[src/rtl/mdu_pkg.sv]
// Shared definitions for the iterative multiply/divide unit: operation
// encodings, FSM state type and small op-decoding helpers.
package mdu_pkg;

    typedef enum logic [1:0] {
        MDU_MULT  = 2'b00,
        MDU_MULTU = 2'b01,
        MDU_DIV   = 2'b10,
        MDU_DIVU  = 2'b11
    } mdu_op_e;

    typedef enum logic [1:0] {
        IDLE = 2'b00,
        RUN  = 2'b01,
        FIX  = 2'b10,
        DONE = 2'b11
    } mdu_state_e;

    // Bit 1 of the op code selects divide, bit 0 selects unsigned.
    function automatic logic op_is_div(input logic [1:0] op);
        return op[1];
    endfunction

    function automatic logic op_is_signed(input logic [1:0] op);
        return ~op[0];
    endfunction

endpackage

[src/rtl/mdu_sign_fix.sv]
// Conditional two's-complement negate. Used as abs() on the operands
// (neg = signed op and MSB set) and as the sign correction on results.
module mdu_sign_fix #(
    parameter int W = 32
) (
    input  logic [W-1:0] value,
    input  logic         neg,
    output logic [W-1:0] result
);

    // Negate when requested; the most negative value maps onto itself,
    // which is the correct unsigned magnitude.
    assign result = neg ? ({W{1'b0}} - value) : value;

endmodule

[src/rtl/mult_div_unit.sv]
// Iterative multiply/divide unit producing HI/LO results.
// MULT/MULTU: radix-2 shift-add, DIV/DIVU: restoring shift-subtract,
// both on magnitudes with sign correction in a final FIX cycle.
// Optional build macro MDU_EARLY_TERM_EN: multiplies leave RUN as soon as
// the remaining multiplier bits are zero; FIX realigns the accumulator.
module mult_div_unit
    import mdu_pkg::*;
#(
    parameter  int WIDTH = 32,
    localparam int CNT_W = $clog2(WIDTH)
) (
    input  logic             clk,
    input  logic             reset,
    input  logic             start,
    input  logic [1:0]       op,
    input  logic [WIDTH-1:0] a,
    input  logic [WIDTH-1:0] b,
    output logic [WIDTH-1:0] hi,
    output logic [WIDTH-1:0] lo,
    output logic             busy,
    output logic             done,
    output logic             div_zero
);

    mdu_state_e         state;
    logic [1:0]         op_r;
    logic [WIDTH-1:0]   opnd;     // multiplicand magnitude, or divisor magnitude
    logic [WIDTH-1:0]   mplier;   // unconsumed multiplier bits, LSB first
    logic [2*WIDTH-1:0] acc;      // mult: partial product; div: {remainder, quotient}
    logic [CNT_W-1:0]   cnt;
    logic               neg_res;  // product / quotient must be negated
    logic               neg_rem;  // remainder must be negated (dividend sign)

    // Operand magnitudes for the signed variants.
    logic             a_neg, b_neg;
    logic [WIDTH-1:0] a_mag, b_mag;

    assign a_neg = op_is_signed(op) & a[WIDTH-1];
    assign b_neg = op_is_signed(op) & b[WIDTH-1];

    mdu_sign_fix #(.W(WIDTH)) u_abs_a (.value(a), .neg(a_neg), .result(a_mag));
    mdu_sign_fix #(.W(WIDTH)) u_abs_b (.value(b), .neg(b_neg), .result(b_mag));

    // One shift-add step: add multiplicand to the upper half if the current
    // multiplier bit is set, then shift the whole accumulator right by one.
    logic [WIDTH:0]     mul_sum;
    logic [2*WIDTH-1:0] mul_next;

    assign mul_sum  = {1'b0, acc[2*WIDTH-1:WIDTH]} + (mplier[0] ? {1'b0, opnd} : {(WIDTH+1){1'b0}});
    assign mul_next = {mul_sum, acc[WIDTH-1:1]};

    // One restoring step: shift the next dividend bit into the remainder and
    // subtract the divisor when it fits, recording the quotient bit.
    logic [WIDTH:0]     div_trial;
    logic [WIDTH:0]     div_diff;
    logic               div_fits;
    logic [2*WIDTH-1:0] div_next;

    assign div_trial = {acc[2*WIDTH-1:WIDTH], acc[WIDTH-1]};
    assign div_diff  = div_trial - {1'b0, opnd};
    assign div_fits  = (div_trial >= {1'b0, opnd});
    assign div_next  = div_fits ? {div_diff[WIDTH-1:0],  acc[WIDTH-2:0], 1'b1}
                                : {div_trial[WIDTH-1:0], acc[WIDTH-2:0], 1'b0};

    // RUN exit condition and the product alignment seen by FIX.
    logic               run_last;
    logic [2*WIDTH-1:0] prod_raw;

`ifdef MDU_EARLY_TERM_EN
    assign run_last = (cnt == '0) || (!op_is_div(op_r) && (mplier[WIDTH-1:1] == '0));
    // cnt holds the number of iterations skipped; the product still sits
    // that many places too high.
    assign prod_raw = acc >> cnt;
`else
    assign run_last = (cnt == '0);
    assign prod_raw = acc;
`endif

    // Sign correction of the finished results.
    logic [2*WIDTH-1:0] prod_fix;
    logic [WIDTH-1:0]   quot_fix, rem_fix;

    mdu_sign_fix #(.W(2*WIDTH)) u_fix_prod (.value(prod_raw), .neg(neg_res), .result(prod_fix));
    mdu_sign_fix #(.W(WIDTH)) u_fix_quot (.value(acc[WIDTH-1:0]), .neg(neg_res), .result(quot_fix));
    mdu_sign_fix #(.W(WIDTH)) u_fix_rem  (.value(acc[2*WIDTH-1:WIDTH]), .neg(neg_rem), .result(rem_fix));

    assign busy = (state != IDLE);

    // Control FSM and iterative datapath.
    // NOTE: all state here uses non-blocking assignments so every register
    // samples the pre-edge values of the others, independent of statement order.
    always_ff @(posedge clk or negedge reset) begin
        if (!reset) begin
            // NOTE: the datapath registers are cleared too, so an aborted
            // operation leaves no stale partial result behind.
            state    <= IDLE;
            op_r     <= 2'b00;
            opnd     <= '0;
            mplier   <= '0;
            acc      <= '0;
            cnt      <= '0;
            neg_res  <= 1'b0;
            neg_rem  <= 1'b0;
            hi       <= '0;
            lo       <= '0;
            done     <= 1'b0;
            div_zero <= 1'b0;
        end else begin
            done     <= 1'b0;
            div_zero <= 1'b0;
            unique case (state)
                IDLE: begin
                    if (start) begin
                        if (op_is_div(op) && (b == '0)) begin
                            state    <= DONE;
                            done     <= 1'b1;
                            div_zero <= 1'b1;
                        end else begin
                            op_r    <= op;
                            opnd    <= op_is_div(op) ? b_mag : a_mag;
                            mplier  <= b_mag;
                            acc     <= op_is_div(op) ? {{WIDTH{1'b0}}, a_mag} : '0;
                            cnt     <= CNT_W'(WIDTH - 1);
                            neg_res <= a_neg ^ b_neg;
                            neg_rem <= a_neg;
                            state   <= RUN;
                        end
                    end
                end
                RUN: begin
                    if (op_is_div(op_r)) begin
                        acc <= div_next;
                    end else begin
                        acc    <= mul_next;
                        mplier <= mplier >> 1;
                    end
                    if (run_last) state <= FIX;
                    else          cnt   <= cnt - 1'b1;
                end
                FIX: begin
                    if (op_is_div(op_r)) begin
                        hi <= rem_fix;
                        lo <= quot_fix;
                    end else begin
                        hi <= prod_fix[2*WIDTH-1:WIDTH];
                        lo <= prod_fix[WIDTH-1:0];
                    end
                    done  <= 1'b1;
                    state <= DONE;
                end
                DONE: begin
                    state <= IDLE;
                end
                default: state <= IDLE;
            endcase
        end
    end

endmodule

[config.mk]
export PLATFORM = sky130hd
export DESIGN_NAME = mult_div_unit
export DESIGN_NICKNAME = d
export VERILOG_FILES = /design/src/rtl/mdu_pkg.sv /design/src/rtl/mdu_sign_fix.sv /design/src/rtl/mult_div_unit.sv
export SDC_FILE = /design/constraint.sdc
export NUM_CORES = 1
export LEC_CHECK = 0
export CAP_MARGIN = 0
export CELL_PAD_IN_SITES_DETAIL_PLACEMENT = 0
export CELL_PAD_IN_SITES_GLOBAL_PLACEMENT = 2
export CORE_MARGIN = 3
export CORE_UTILIZATION = 36
export DETAILED_ROUTE_END_ITERATION = 16
export MAX_ROUTING_LAYER = met4
export PLACE_DENSITY = 0.88
export SLEW_MARGIN = 20
export SYNTH_ARGS = -nofsm -noshare
export SYNTH_HDL_FRONTEND = slang
export SYNTH_SLANG_ARGS = --single-unit
[constraint.sdc]
create_clock -name clk -period 4.4 [get_ports clk]
set_input_delay 0.88 -clock clk [delete_from_list [all_inputs] [get_ports clk]]
set_output_delay 0.88 -clock clk [all_outputs]
set_load 0.02 [all_outputs]
==> results.json <==
{
  "min_path_type": "in2async",
  "yosys.area.top_type": "dfrtp_1",
  "synthSimpleGateAreaFrac_pct": 18.0,
  "setup_viol": 0,
  "syn-num-nets": 2072,
  "drc_errors": 0,
  "syn_area_um2": 15700,
  "numCtsBuffers": 26,
  "synth_edf_count": 0,
  "clkPwrFrac_pct": 14.1,
  "routed_via_density": 5.61,
  "fillerInstances": 4326,
  "switching_share_pct": 48.4,
  "antenna_found_initial": 0,
  "grt_max_degree": 100,
  "rr_worst_depth": 13,
  "cts.sinks": 204,
  "routed-wl-met3_um": 3050,
  "dp.final_hpwl_um": 41200,
  "max_freq_mhz": 260,
  "ys_types": 78,
  "netlist_top_cells_area": "dfrtp_1 (32%), a21oi_1 (7.3%), ha_1 (5.8%)",
  "synthFlopType": "dfrtp_1",
  "grt.overflow.total": 0,
  "path_clk_slew_ns": 0.06,
  "startpoint": "opnd[0]$_DFFE_PN0P_",
  "die_h_um": 215,
  "cts_root_buf": "clkbuf_16",
  "drive_above_1_share_pct": 8.39,
  "cp-start-kind": "flip-flop",
  "ios": 136,
  "setup_tns_ns": 0,
  "drt-initial-drc-count": 1210,
  "worstSetupPathType": "reg2reg",
  "r2r_start": "opnd[0]$_DFFE_PN0P_",
  "hold_violations": 0,
  "placed_cells": 2580,
  "cts_tree": "yes",
  "syn_inst": 1928,
  "finClkSkew_ns": 0.0156,
  "ctsHoldBuffers": 0,
  "dr.pass1.iters": 5,
  "wl_met2_um": 24200,
  "rows": 75,
  "async_reset_ff_share_pct": 100,
  "multi_input_area_um2": 9970,
  "highest_layer": "met4",
  "end_kind": "flip-flop",
  "synthesis.area_per_instance_um2": 8.17,
  "ant_nets": 0,
  "cp.required_ns": 4.84,
  "finalPower_uw": 16000,
  "vias": 14700,
  "nNetsFinal": 2175,
  "coreArea_um2": 42600,
  "insertion_delay_ns": 0.55,
  "regArea_um2": 5110,
  "synth_top_cell_area_share_pct": 32.4,
  "combPwrFrac_pct": 61.8,
  "crit_chain": "and2_1, ha_1, inv_1, fa_1, nor2b_1, o2111ai_1, a32oi_1, a31o_2, a31oi_1, o21a_1, o21ai_0, a2111oi_0, o32ai_1",
  "arrival_ns": 4.29,
  "worst_pin_slew_ns": 0.898,
  "floorplan.initialDensity_pct": 37.0,
  "outcome": "complete, no violations",
  "p_sw_uw": 7760,
  "fin_crit_sh_pct": 87.5,
  "dieArea_um2": 46300,
  "power_density_nw_per_um2": 853,
  "area_growth_pct": 19.3,
  "n_antenna_cell": 0,
  "wl_per_cell_um": 20.5,
  "seqPwrFrac_pct": 24.1,
  "synth-seq-cells": 204,
  "wl_um": 54000,
  "cpPeakStageDelay_ns": 0.54,
  "cp_slowest_cell": "a32oi_1",
  "rsz0062_at_grt": "no",
  "ys_warn_count": 0,
  "routabilityCongestion": 0.953,
  "port_buffers": 135,
  "post-route-min-period_ns": 3.85,
  "die_w_um": 215,
  "grt_pass1_vias": 14500,
  "slew_headroom_pct": 40.1,
  "intPower_uw": 8260,
  "synth_compound_area_share_pct": 22.7,
  "wl_met1_um": 25000,
  "ys_seq_area_share_pct": 32.4,
  "fin_util_pct": 44.1,
  "synth_top_family_by_area": "compound AO/OA/AOI/OAI gates",
  "synth_mux_area_share_pct": 6.86,
  "layout.cells.non_filler": 2627,
  "synthAdderAreaFrac_pct": 6.06,
  "clock_path_buffers": 3,
  "cts_setup_buffers": 0,
  "synth-xor-area-share_pct": 9.46,
  "cts_max_level": 1,
  "cts.repair.resized": 0,
  "leakagePower_uw": 0.00805,
  "grt_use_total_pct": 23.6,
  "grt_pass1_wl_um": 84800,
  "drv_cap": 0,
  "ir_drop_uv": 444,
  "final_max_slew_viol_count": 0,
  "crit_fanout": 4
}
final cells by class:
| type | instances | share of cell area [%] |
|---|---|---|
| multi-input cells | 1539 | 53.1 |
| flip-flops and latches | 204 | 27.2 |
| repair buffers | 188 | 9.64 |
| clock buffers | 36 | 3.99 |
| well taps | 577 | 3.85 |
| inverters | 72 | 1.44 |
| clock inverters | 11 | 0.766 |
worst max-delay path: cells and delay by family (launching register included):
family                   cells  cell delay [ns]
AO/OA/AOI/OAI                8             2.27
adder cells (fa/ha/maj)      2             0.57
flip-flops                   1             0.44
AND/OR/NAND/NOR              2             0.42
buffers and inverters        1             0.06
worst paths after layout:
kind / end / slack [ns]
min in group clk: mplier[28]$_DFFE_PN0P_ / 0.47
max: acc[63]$_DFFE_PN0P_ / 0.55
min reg2reg: mplier[28]$_DFFE_PN0P_ / 0.47
min: acc[16]$_DFFE_PN0P_ / 0.40
max reg2reg: acc[63]$_DFFE_PN0P_ / 0.55
max in group asynchronous: hi[23]$_DFFE_PN0P_ / 3.11
cells by family (layout without fill, tap and decap cells):
| logic type | count (synthesis) | in the layout |
|---|---|---|
| compound gates | 593 | 593 |
| xor+xnor | 170 | 170 |
| fa+ha+maj | 75 | 75 |
| buf+inv | 185 | 307 |
| flops | 204 | 204 |
| mux | 103 | 103 |
| simple gates | 598 | 598 |
placed cells by master, fill, tap and decap left out, types with 37 or more instances in the layout:
master           count
a21oi_1            228
dfrtp_1            203
nor2_1             201
nand2_1            171
o21ai_0            164
clkdlybuf4s50_1    133
xor2_1              92
xnor2_1             78
ha_1                72
inv_1               71
mux2i_1             64
buf_4               48
mux2_2              39
and2_1              37
per-layer routing:
metal / track usage (%) / up-vias
met3: 2.33 / 91
met2: 36.6 / 462
met1: 32.9 / 7123
met5: - / -
met4: 7.01 / 0
li1: - / 7059
flip-flops by register name, summed over array words and instances, names as in the netlist, 2 cells and up:
name / flops
acc: 64
hi: 32
lo: 32
mplier: 32
opnd: 32
cnt: 5
state: 2
Yosys cell counts (all sizes together), types with 6 or more instances:
master	n
a21oi	232
dfrtp	204
nor2	201
nand2	171
o21ai	166
clkbuf	99
xor2	92
xnor2	78
ha	73
inv	72
mux2i	64
mux2	39
and2	38
a21o	32
nor3	31
nand3	25
or3	25
a31oi	21
o31ai	20
nor2b	18
o41ai	16
nand4	15
nor4	15
buf	14
nand2b	14
o211ai	12
or4	12
o21a	11
and3	10
o221ai	9
a22oi	8
o22ai	8
o21bai	7
a211oi	6
power by group through the flow:
stage / logic [uW] / registers, uW / clock network [uW]
after floorplan: 6670 / 3730 / 0
after global placement: 9740 / 3870 / 0
after detailed placement: 9790 / 3890 / 0
after CTS: 9860 / 3860 / 2300
after global routing: 10900 / 3990 / 2380
final: 9900 / 3860 / 2260
through the flow:
step	cell area (um2)	setup WS, ns	hold WS (ns)
detailed placement	17900	0.339	0.452
floorplan	15700	0.871	0.433
CTS	18800	0.627	0.452
finish	18800	0.551	0.395
global placement	17900	0.410	0.451
global route	18800	0.397	0.478
Note: power is estimated with default switching activity, not from simulation.
